$ cat config.mk
export PLATFORM = sky130hd
export DESIGN_NAME = spi_arbiter_flat
export DESIGN_NICKNAME = d
export VERILOG_FILES = /design/src/rtl/spi_pkg.sv /design/src/rtl/spi_arbiter_if.sv /design/src/rtl/spi_arbiter_rr.sv /design/src/rtl/spi_arbiter.sv /design/src/flat_wrapper.sv
export SDC_FILE = /design/constraint.sdc
export NUM_CORES = 1
export LEC_CHECK = 0
export ABC_AREA = 0
export BUFFER_PORTS_ARGS = -buffer_cell sky130_fd_sc_hd__buf_2
export CELL_PAD_IN_SITES_DETAIL_PLACEMENT = 0
export CELL_PAD_IN_SITES_GLOBAL_PLACEMENT = 1
export CORE_MARGIN = 4
export CORE_UTILIZATION = 33
export CTS_CLUSTER_SIZE = 28
export DETAILED_ROUTE_END_ITERATION = 8
export GPL_TIMING_DRIVEN = 0
export MAX_ROUTING_LAYER = met4
export PLACE_DENSITY_LB_ADDON = 0.1
export SLEW_MARGIN = 25
export SYNTH_ARGS = -nofsm -noshare
export SYNTH_HDL_FRONTEND = slang
export SYNTH_SLANG_ARGS = --single-unit
$ cat constraint.sdc
create_clock -name clk -period 2 [get_ports clk]
set_clock_uncertainty 0.15 [all_clocks]
set_input_delay 0.1 -clock clk [delete_from_list [all_inputs] [get_ports clk]]
set_output_delay 0.1 -clock clk [all_outputs]
set_load 0.03 [all_outputs]
$ cat src/rtl/spi_pkg.sv
// Shared types for the SPI arbiter slice: FSM state and index-width helper.
package spi_pkg;

   typedef enum logic [1:0] {IDLE, ISSUE, WAIT} arb_state_t;

   function automatic int idx_w(input int n);
      return (n > 1) ? $clog2(n) : 1;
   endfunction

endpackage

$ cat src/rtl/spi_arbiter_if.sv
// Client-side and spi_master-side signals of the SPI arbiter.
interface spi_arbiter_if #(
   parameter int NUM_REQ    = 4,
   parameter int DATA_WIDTH = 8
);
   logic [NUM_REQ-1:0]            req;
   logic [NUM_REQ*DATA_WIDTH-1:0] req_data;
   logic [NUM_REQ-1:0]            grant;
   logic [NUM_REQ-1:0]            ack;
   logic                          err;
   logic [DATA_WIDTH-1:0]         rx_data;
   logic                          m_start;
   logic [DATA_WIDTH-1:0]         m_tx_data;
   logic [DATA_WIDTH-1:0]         m_rx_data;
   logic                          m_done;
   logic                          m_busy;
   logic                          m_cs_n;
   logic [NUM_REQ-1:0]            spi_cs_n;

   modport master (
      input  req, req_data, m_rx_data, m_done, m_busy, m_cs_n,
      output grant, ack, err, rx_data, m_start, m_tx_data, spi_cs_n
   );

   modport slave (
      output req, req_data, m_rx_data, m_done, m_busy, m_cs_n,
      input  grant, ack, err, rx_data, m_start, m_tx_data, spi_cs_n
   );
endinterface

$ cat src/rtl/spi_arbiter_rr.sv
// Combinational round-robin pick: first request at or above ptr, wrapping.
module rr_arbiter
   import spi_pkg::*;
#(
   parameter int NUM_REQ = 4,
   parameter int IW      = idx_w(NUM_REQ)
) (
   input  logic [NUM_REQ-1:0] req,
   input  logic [IW-1:0]      ptr,
   output logic [IW-1:0]      win,
   output logic               any
);

   logic [IW-1:0] idx;

   always_comb begin
      win = '0;
      any = 1'b0;
      idx = '0;
      for (int k = 0; k < NUM_REQ; k++) begin
         idx = IW'((int'(ptr) + k) % NUM_REQ);
         if (!any && req[idx]) begin
            any = 1'b1;
            win = idx;
         end
      end
   end

endmodule

$ cat src/rtl/spi_arbiter.sv
// Round-robin share of one spi_master among NUM_REQ clients.
// Optional WAIT abort counter enabled by SPI_ARB_TIMEOUT_EN.
module spi_arbiter
   import spi_pkg::*;
#(
   parameter int NUM_REQ        = 4,
   parameter int DATA_WIDTH     = 8,
   parameter int TIMEOUT_CYCLES = 4096
) (
   input logic         clk,
   input logic         rst_n,
   spi_arbiter_if.master bus
);

   localparam int IW = idx_w(NUM_REQ);

   arb_state_t            state_q, state_d;
   logic [IW-1:0]         ptr_q, ptr_d;
   logic [IW-1:0]         win_q, win_d;
   logic [NUM_REQ-1:0]    grant_q, grant_d;
   logic [NUM_REQ-1:0]    ack_q, ack_d;
   logic [DATA_WIDTH-1:0] rx_q, rx_d;
   logic                  start_q, start_d;
   logic [DATA_WIDTH-1:0] tx_q, tx_d;
   logic [IW-1:0]         arb_win;
   logic                  arb_any;
   logic [IW-1:0]         ptr_nxt;

`ifdef SPI_ARB_TIMEOUT_EN
   localparam int CW = idx_w(TIMEOUT_CYCLES);
   logic          err_q, err_d;
   logic [CW-1:0] cnt_q, cnt_d;
`endif

   rr_arbiter #(
      .NUM_REQ (NUM_REQ),
      .IW      (IW)
   ) u_rr (
      .req (bus.req),
      .ptr (ptr_q),
      .win (arb_win),
      .any (arb_any)
   );

   assign ptr_nxt = (win_q == IW'(NUM_REQ - 1)) ? '0 : win_q + 1'b1;

   always_comb begin
      state_d = state_q;
      ptr_d   = ptr_q;
      win_d   = win_q;
      grant_d = grant_q;
      ack_d   = '0;
      rx_d    = rx_q;
      start_d = 1'b0;
      tx_d    = tx_q;
`ifdef SPI_ARB_TIMEOUT_EN
      err_d   = 1'b0;
      cnt_d   = '0;
`endif
      unique case (state_q)
         IDLE: begin
            if (arb_any) begin
               win_d   = arb_win;
               grant_d = NUM_REQ'(1) << arb_win;
               for (int i = 0; i < NUM_REQ; i++)
                  if (arb_win == IW'(i))
                     tx_d = bus.req_data[i*DATA_WIDTH +: DATA_WIDTH];
               state_d = ISSUE;
            end
         end
         ISSUE: begin
            if (!bus.m_busy) begin
               start_d = 1'b1;
               state_d = WAIT;
            end
         end
         WAIT: begin
`ifdef SPI_ARB_TIMEOUT_EN
            cnt_d = cnt_q + 1'b1;
`endif
            if (bus.m_done) begin
               rx_d    = bus.m_rx_data;
               ack_d   = grant_q;
               grant_d = '0;
               ptr_d   = ptr_nxt;
               state_d = IDLE;
`ifdef SPI_ARB_TIMEOUT_EN
               cnt_d   = '0;
`endif
            end
`ifdef SPI_ARB_TIMEOUT_EN
            else if (cnt_q == CW'(TIMEOUT_CYCLES - 1)) begin
               // abort: no master byte, report err alongside ack
               rx_d    = '0;
               ack_d   = grant_q;
               err_d   = 1'b1;
               grant_d = '0;
               ptr_d   = ptr_nxt;
               state_d = IDLE;
               cnt_d   = '0;
            end
`endif
         end
         default: state_d = IDLE;
      endcase
   end

   always_ff @(posedge clk or negedge rst_n) begin
      if (!rst_n) begin
         state_q <= IDLE;
         ptr_q   <= '0;
         win_q   <= '0;
         grant_q <= '0;
         ack_q   <= '0;
         rx_q    <= '0;
         start_q <= 1'b0;
         tx_q    <= '0;
`ifdef SPI_ARB_TIMEOUT_EN
         err_q   <= 1'b0;
         cnt_q   <= '0;
`endif
      end else begin
         state_q <= state_d;
         ptr_q   <= ptr_d;
         win_q   <= win_d;
         grant_q <= grant_d;
         ack_q   <= ack_d;
         rx_q    <= rx_d;
         start_q <= start_d;
         tx_q    <= tx_d;
`ifdef SPI_ARB_TIMEOUT_EN
         err_q   <= err_d;
         cnt_q   <= cnt_d;
`endif
      end
   end

   assign bus.grant     = grant_q;
   assign bus.ack       = ack_q;
   assign bus.rx_data   = rx_q;
   assign bus.m_start   = start_q;
   assign bus.m_tx_data = tx_q;
   assign bus.spi_cs_n  = {NUM_REQ{bus.m_cs_n}} | ~grant_q;

`ifdef SPI_ARB_TIMEOUT_EN
   assign bus.err = err_q;
`else
   assign bus.err = 1'b0;
`endif

endmodule
$ cat src/flat_wrapper.sv
// flat-port wrapper written by rule: the top's interface ports become plain ports
module spi_arbiter_flat import spi_pkg::*;
#(
   parameter int NUM_REQ        = 4,
   parameter int DATA_WIDTH     = 8,
   parameter int TIMEOUT_CYCLES = 4096
)
  (clk, rst_n, bus_req, bus_req_data, bus_m_rx_data, bus_m_done, bus_m_busy, bus_m_cs_n, bus_grant, bus_ack, bus_err, bus_rx_data, bus_m_start, bus_m_tx_data, bus_spi_cs_n);
  spi_arbiter_if #(.NUM_REQ(NUM_REQ), .DATA_WIDTH(DATA_WIDTH)) bus_i ();
  input logic clk;
  input logic rst_n;
  input wire logic [$bits(bus_i.req)-1:0] bus_req;
  input wire logic [$bits(bus_i.req_data)-1:0] bus_req_data;
  input wire logic [$bits(bus_i.m_rx_data)-1:0] bus_m_rx_data;
  input wire logic [$bits(bus_i.m_done)-1:0] bus_m_done;
  input wire logic [$bits(bus_i.m_busy)-1:0] bus_m_busy;
  input wire logic [$bits(bus_i.m_cs_n)-1:0] bus_m_cs_n;
  output wire logic [$bits(bus_i.grant)-1:0] bus_grant;
  output wire logic [$bits(bus_i.ack)-1:0] bus_ack;
  output wire logic [$bits(bus_i.err)-1:0] bus_err;
  output wire logic [$bits(bus_i.rx_data)-1:0] bus_rx_data;
  output wire logic [$bits(bus_i.m_start)-1:0] bus_m_start;
  output wire logic [$bits(bus_i.m_tx_data)-1:0] bus_m_tx_data;
  output wire logic [$bits(bus_i.spi_cs_n)-1:0] bus_spi_cs_n;
  assign bus_i.req = bus_req;
  assign bus_i.req_data = bus_req_data;
  assign bus_i.m_rx_data = bus_m_rx_data;
  assign bus_i.m_done = bus_m_done;
  assign bus_i.m_busy = bus_m_busy;
  assign bus_i.m_cs_n = bus_m_cs_n;
  assign bus_grant = bus_i.grant;
  assign bus_ack = bus_i.ack;
  assign bus_err = bus_i.err;
  assign bus_rx_data = bus_i.rx_data;
  assign bus_m_start = bus_i.m_start;
  assign bus_m_tx_data = bus_i.m_tx_data;
  assign bus_spi_cs_n = bus_i.spi_cs_n;
  spi_arbiter #(.NUM_REQ(NUM_REQ), .DATA_WIDTH(DATA_WIDTH), .TIMEOUT_CYCLES(TIMEOUT_CYCLES)) u_core (.clk(clk), .rst_n(rst_n), .bus(bus_i));
endmodule
* After elaboration in Yosys (flattened, before gate mapping)
Index checks and enable logic that the tools add are counted.
Operators by class: order comparisons 4, equal/unequal tests 9, shift operators 1, reductions and logical operators 15, bitwise logic cells 2, add/sub/neg operators 4, multiplexer cells 32
Operators by type and width (count):
- $mux 8 | 4
- $mux 2 | 8
- $mux 4 | 4
- $lt 2x3->1 const B | 4
- $mux 1 | 10
- $reduce_and 3->1 | 3
- $bmux 1 s2 | 4
- $eq 2x2->1 const B | 4
- $pmux 4 s2 | 1
- $pmux 2 s3 | 1
- $add 2x1->2 const B | 2
- $add 2x2->2 const B | 2
- $eq 2x1->1 const B | 2
- $logic_not 2->1 | 2
- $ne 2x2->1 const B | 2
- $not 4->4 | 1
- $or 4x4->4 | 1
- $reduce_and 2->1 | 2
- $reduce_bool 4->1 | 1
- $shl 1x2->4 const A | 1
- $logic_and 1x1->1 | 3
- $logic_not 1->1 | 3
- $ne 2x1->1 const B | 1
- $reduce_bool 2->1 | 1
Word-level totals: register bits 31, word-level logic and storage cells 75, output and inout port bits 30

* Longest topological paths before layout
depth in word-level cells 17, gate-level depth with buffers 7

* By module
A second synthesis with hierarchy kept.
Second synthesis, totals: cell total of the unflattened synthesis 152, area total of the unflattened synthesis 1536.5 µm²
By module, submodules not included:
- spi_arbiter | times used 1, area each 1458.9 µm², cells an instance 137
- rr_arbiter | times used 1, area each 77.6 µm², cells an instance 15

* Worst setup path after synthesis
No wires, ideal clock.
path type register to register, start register u_core.ptr_q[1], end register u_core.tx_q[7] (netlist: u_core.bus.m_tx_data[7]), setup slack 0.331 ns, data arrival time 1.425 ns, stages on the path, launching flop included 7, data required time 1.756 ns, library setup time 0.094 ns, clock period less this slack 1.669 ns, cell sequence dfrtp_1 > nand2b_1 > a21o_1 > and2_4 > buf_6 > o211a_1 > a221oi_2
Between the ends: word-level cells in the longest chain between the ends 16, elaborated cells on any way between the ends 34
Ends and longest elaborated chain:
- start, declared | line spi_arbiter.sv:18 | logic [IW-1:0] ptr_q, ptr_d;
- start signal, assigned | line spi_arbiter.sv:124 | ptr_q <= ptr_d;
- branches (longest 16 deep; another with $add 2x1->2)
- end signal, assigned | line spi_arbiter.sv:130 | tx_q <= tx_d;
- end, declared | line spi_arbiter.sv:24 | logic [DATA_WIDTH-1:0] tx_q, tx_d;
Parallel ways; which one is timed is not known. The select of a mux whose other input is x is not followed. A chain may end at the register's enable or synchronous reset.

* Final worst setup path
start register u_core.ptr_q[1], end register u_core.tx_q[0] (netlist: u_core.bus.m_tx_data[0])
The elaborated chain is that of the path after synthesis.

==> metrics <==
Detail Placement HPWL=3160 um; worst ir drop on vdd=502 uV; Synth cell types=34; sequential fraction of the synthesis area=48.8%; Max Clock Freq=530 MHz; Max Slew Vio Count=0; GRT Util Overall=16.0%; antenna violations before repair=0; final worst setup slack=0.112 ns; CP required=2.01 ns; clock sinks=31; fraction of registers with async set/reset=100%; Die H=77.4 um; kind of critical path=register to register; Starting Density=35.3%; Post-DP Area=0.00204 mm2; post-layout instance area=0.00243 mm2; Ant. Diodes=0; Core Area=0.00450 mm2; routability congestion estimate=0.735; Final min period=1.89 ns; CTS tree=done; Synth Flop Type=dfrtp_1; Slew HR=53.3%; cell count after synthesis=147; remaining global-route overflow=0; Synth Area per Inst=10.8 um2; PD cells=1400 mW/mm2; largest net degree at the start of global routing=32; overall die width=77.4 um; Tcrit/Tclk final=94.4%; number of global-route vias before repair=1656; Layout Nets=307; Lkg Pwr=1.25 nW; die area=0.00599 mm2; Post-Syn Nets=197; Worst Path Arrival=1.89 ns; antenna viol nets, final=0; hold crit path type=input pin to register; Post-Synthesis Cell Area=0.00159 mm2; via count=1477; Worst-Skew Late Latency=0.28 ns; pre-CTS setup slack=0.0470 ns; RSZ-0062 raised after global routing=false; Clock Pin Slew Worst Setup and Hold Paths=0.06 ns; num ports=79; Vias/cell=4.76; Post-Route WL=4310 um; Residual DRC=0; Initial DRC Count=54; Layout area overhead=53.1%; max_cap viols=0; htree depth=2; drt pass-1 iters=4; layout cells sized above 1=46.1%; post-synthesis register bit count=31; detailed-route wire length per cell=13.9 um; outcome=finished clean; setup_tns=0 ns; Buffers on Ports=77; maximum buffer depth of the clock tree=2; crit path launch type=register; CTS root buf=clkbuf_8; final setup fails=0; number of flops mapped to enable cells by yosys=0; crit path capture type=register; first-pass GRT wire length=7390 um; FP Rows=24; CTS buffer count=5; Syn. warnings=0; Least-Margin Pin Slew=0.700 ns; Hold Vio Cnt, Final=0; maximum fanout along the worst path=10
[cells by family (layout without fill, tap and decap cells)]
group	count (synthesis)	after routing	share of synthesized area, %
adder cells (fa/ha/maj)	1	1	0.787
AO/OA/AOI/OAI	35	35	18.6
flip-flops	31	31	48.8
buffers and inverters	17	128	5.27
AND/OR/NAND/NOR	44	44	14.2
other	1	1	0.236
multiplexers	18	18	12.0
[state kept, by name, indices dropped and copies added, names as in the netlist]
register / count
u_core.bus.m_start: 1
u_core.state_q: 2
u_core.bus.m_tx_data: 8
u_core.bus.ack: 4
u_core.win_q: 2
u_core.ptr_q: 2
u_core.bus.grant: 4
u_core.bus.rx_data: 8
[layout by cell type (no fill, tap or decap), types with 4 or more instances in the layout]
master,count
nand2_1,11
clkbuf_8,6
nand2b_1,6
buf_2,79
buf_4,5
a21boi_0,7
inv_1,8
dfrtp_1,30
mux2i_1,6
o21ai_0,7
nand3_1,4
mux2_2,9
nor2_1,9
dlygate4sd3_1,25
o211ai_2,7
and3_1,7
[critical path: stages (launching register included)]
cell       delay, ns
dfrtp_2         0.45
mux2i_1         0.15
a2bb2oi_2       0.28
and2_4          0.22
buf_6           0.17
mux2i_2         0.26
o211ai_2        0.09
[power by group]
part           leakage, nW  internal, mW  total (mW)  switching, mW
logic                0.804         0.680        1.73           1.05
clock network       0.0612         0.403       0.634          0.232
registers            0.389         0.891        1.06          0.168
total                 1.25          1.97        3.42           1.45
[cell type report]
cell class	count	area [um2]
fillers	401	2070
well taps	52	65.1
clock buffers	6	82.6
inverters	8	30.0
multi-input cells	99	742
plain buffers	9	60.1
clock inverters	2	35.0
repair buffers	103	643
flip-flops and latches	31	777
[timing repair]
action,in CTS,in global routing
endpoints found under the setup margin,0,8
resized for setup,0,10
hold buffers,25,0
endpoints found under the hold margin,49,0
setup buffers,0,1
[per-layer routing]
metal  wire, um  up-vias  global-route usage (%)
met3        294        5                    4.98
met5          0        -                       -
met1       1890      678                    18.3
met4         46        0                    5.69
met2       2070       57                    26.3
li1           -      737                       -
[synthesized netlist by cell type, drive strengths merged, types with 2 or more instances]
cell type / number / area, um2
a21o: 2 / 15.0
and3: 7 / 43.8
a21boi: 7 / 52.6
nand3: 4 / 20.0
mux2: 9 / 101
nor2: 9 / 33.8
a32o: 2 / 20.0
a211oi: 2 / 15.0
nand2b: 6 / 37.5
nor3: 2 / 15.0
o211ai: 7 / 87.6
clkbuf: 2 / 7.51
nand2: 11 / 41.3
o21ai: 10 / 50.0
mux2i: 9 / 90.1
buf: 7 / 46.3
dfrtp: 31 / 776
inv: 8 / 30.0
[worst paths after layout]
path                                              from                                   to  slack [ns]  cells after the start
hold reg to reg            u_core.win_q[0]$_DFFE_PN0P_          u_core.ptr_q[0]$_DFFE_PN0P_        0.34                      1
max in group asynchronous                        rst_n          u_core.ptr_q[1]$_DFFE_PN0P_        0.95                      2
setup / recovery           u_core.ptr_q[1]$_DFFE_PN0P_  u_core.bus.m_tx_data[0]$_DFFE_PN0P_        0.11                      6
min in group asynchronous                        rst_n    u_core.bus.rx_data[1]$_DFFE_PN0P_        0.26                      2
setup reg to reg           u_core.ptr_q[1]$_DFFE_PN0P_  u_core.bus.m_tx_data[0]$_DFFE_PN0P_        0.11                      6
hold / removal                        bus_req_data[23]  u_core.bus.m_tx_data[7]$_DFFE_PN0P_        0.04                      4
[metrics by stage]
step	instances	power, mW	utilization (%)	hold WS, ns
finish	310	3.42	54.1	0.0410
global route	310	3.66	54.1	0.0403
CTS	309	3.42	53.5	0.0363
detailed placement	276	2.74	45.3	0.0398
global placement	276	2.69	45.3	0.0310
floorplan	147	2.25	-	-0.346
Note: power is estimated with default switching activity, not from simulation.
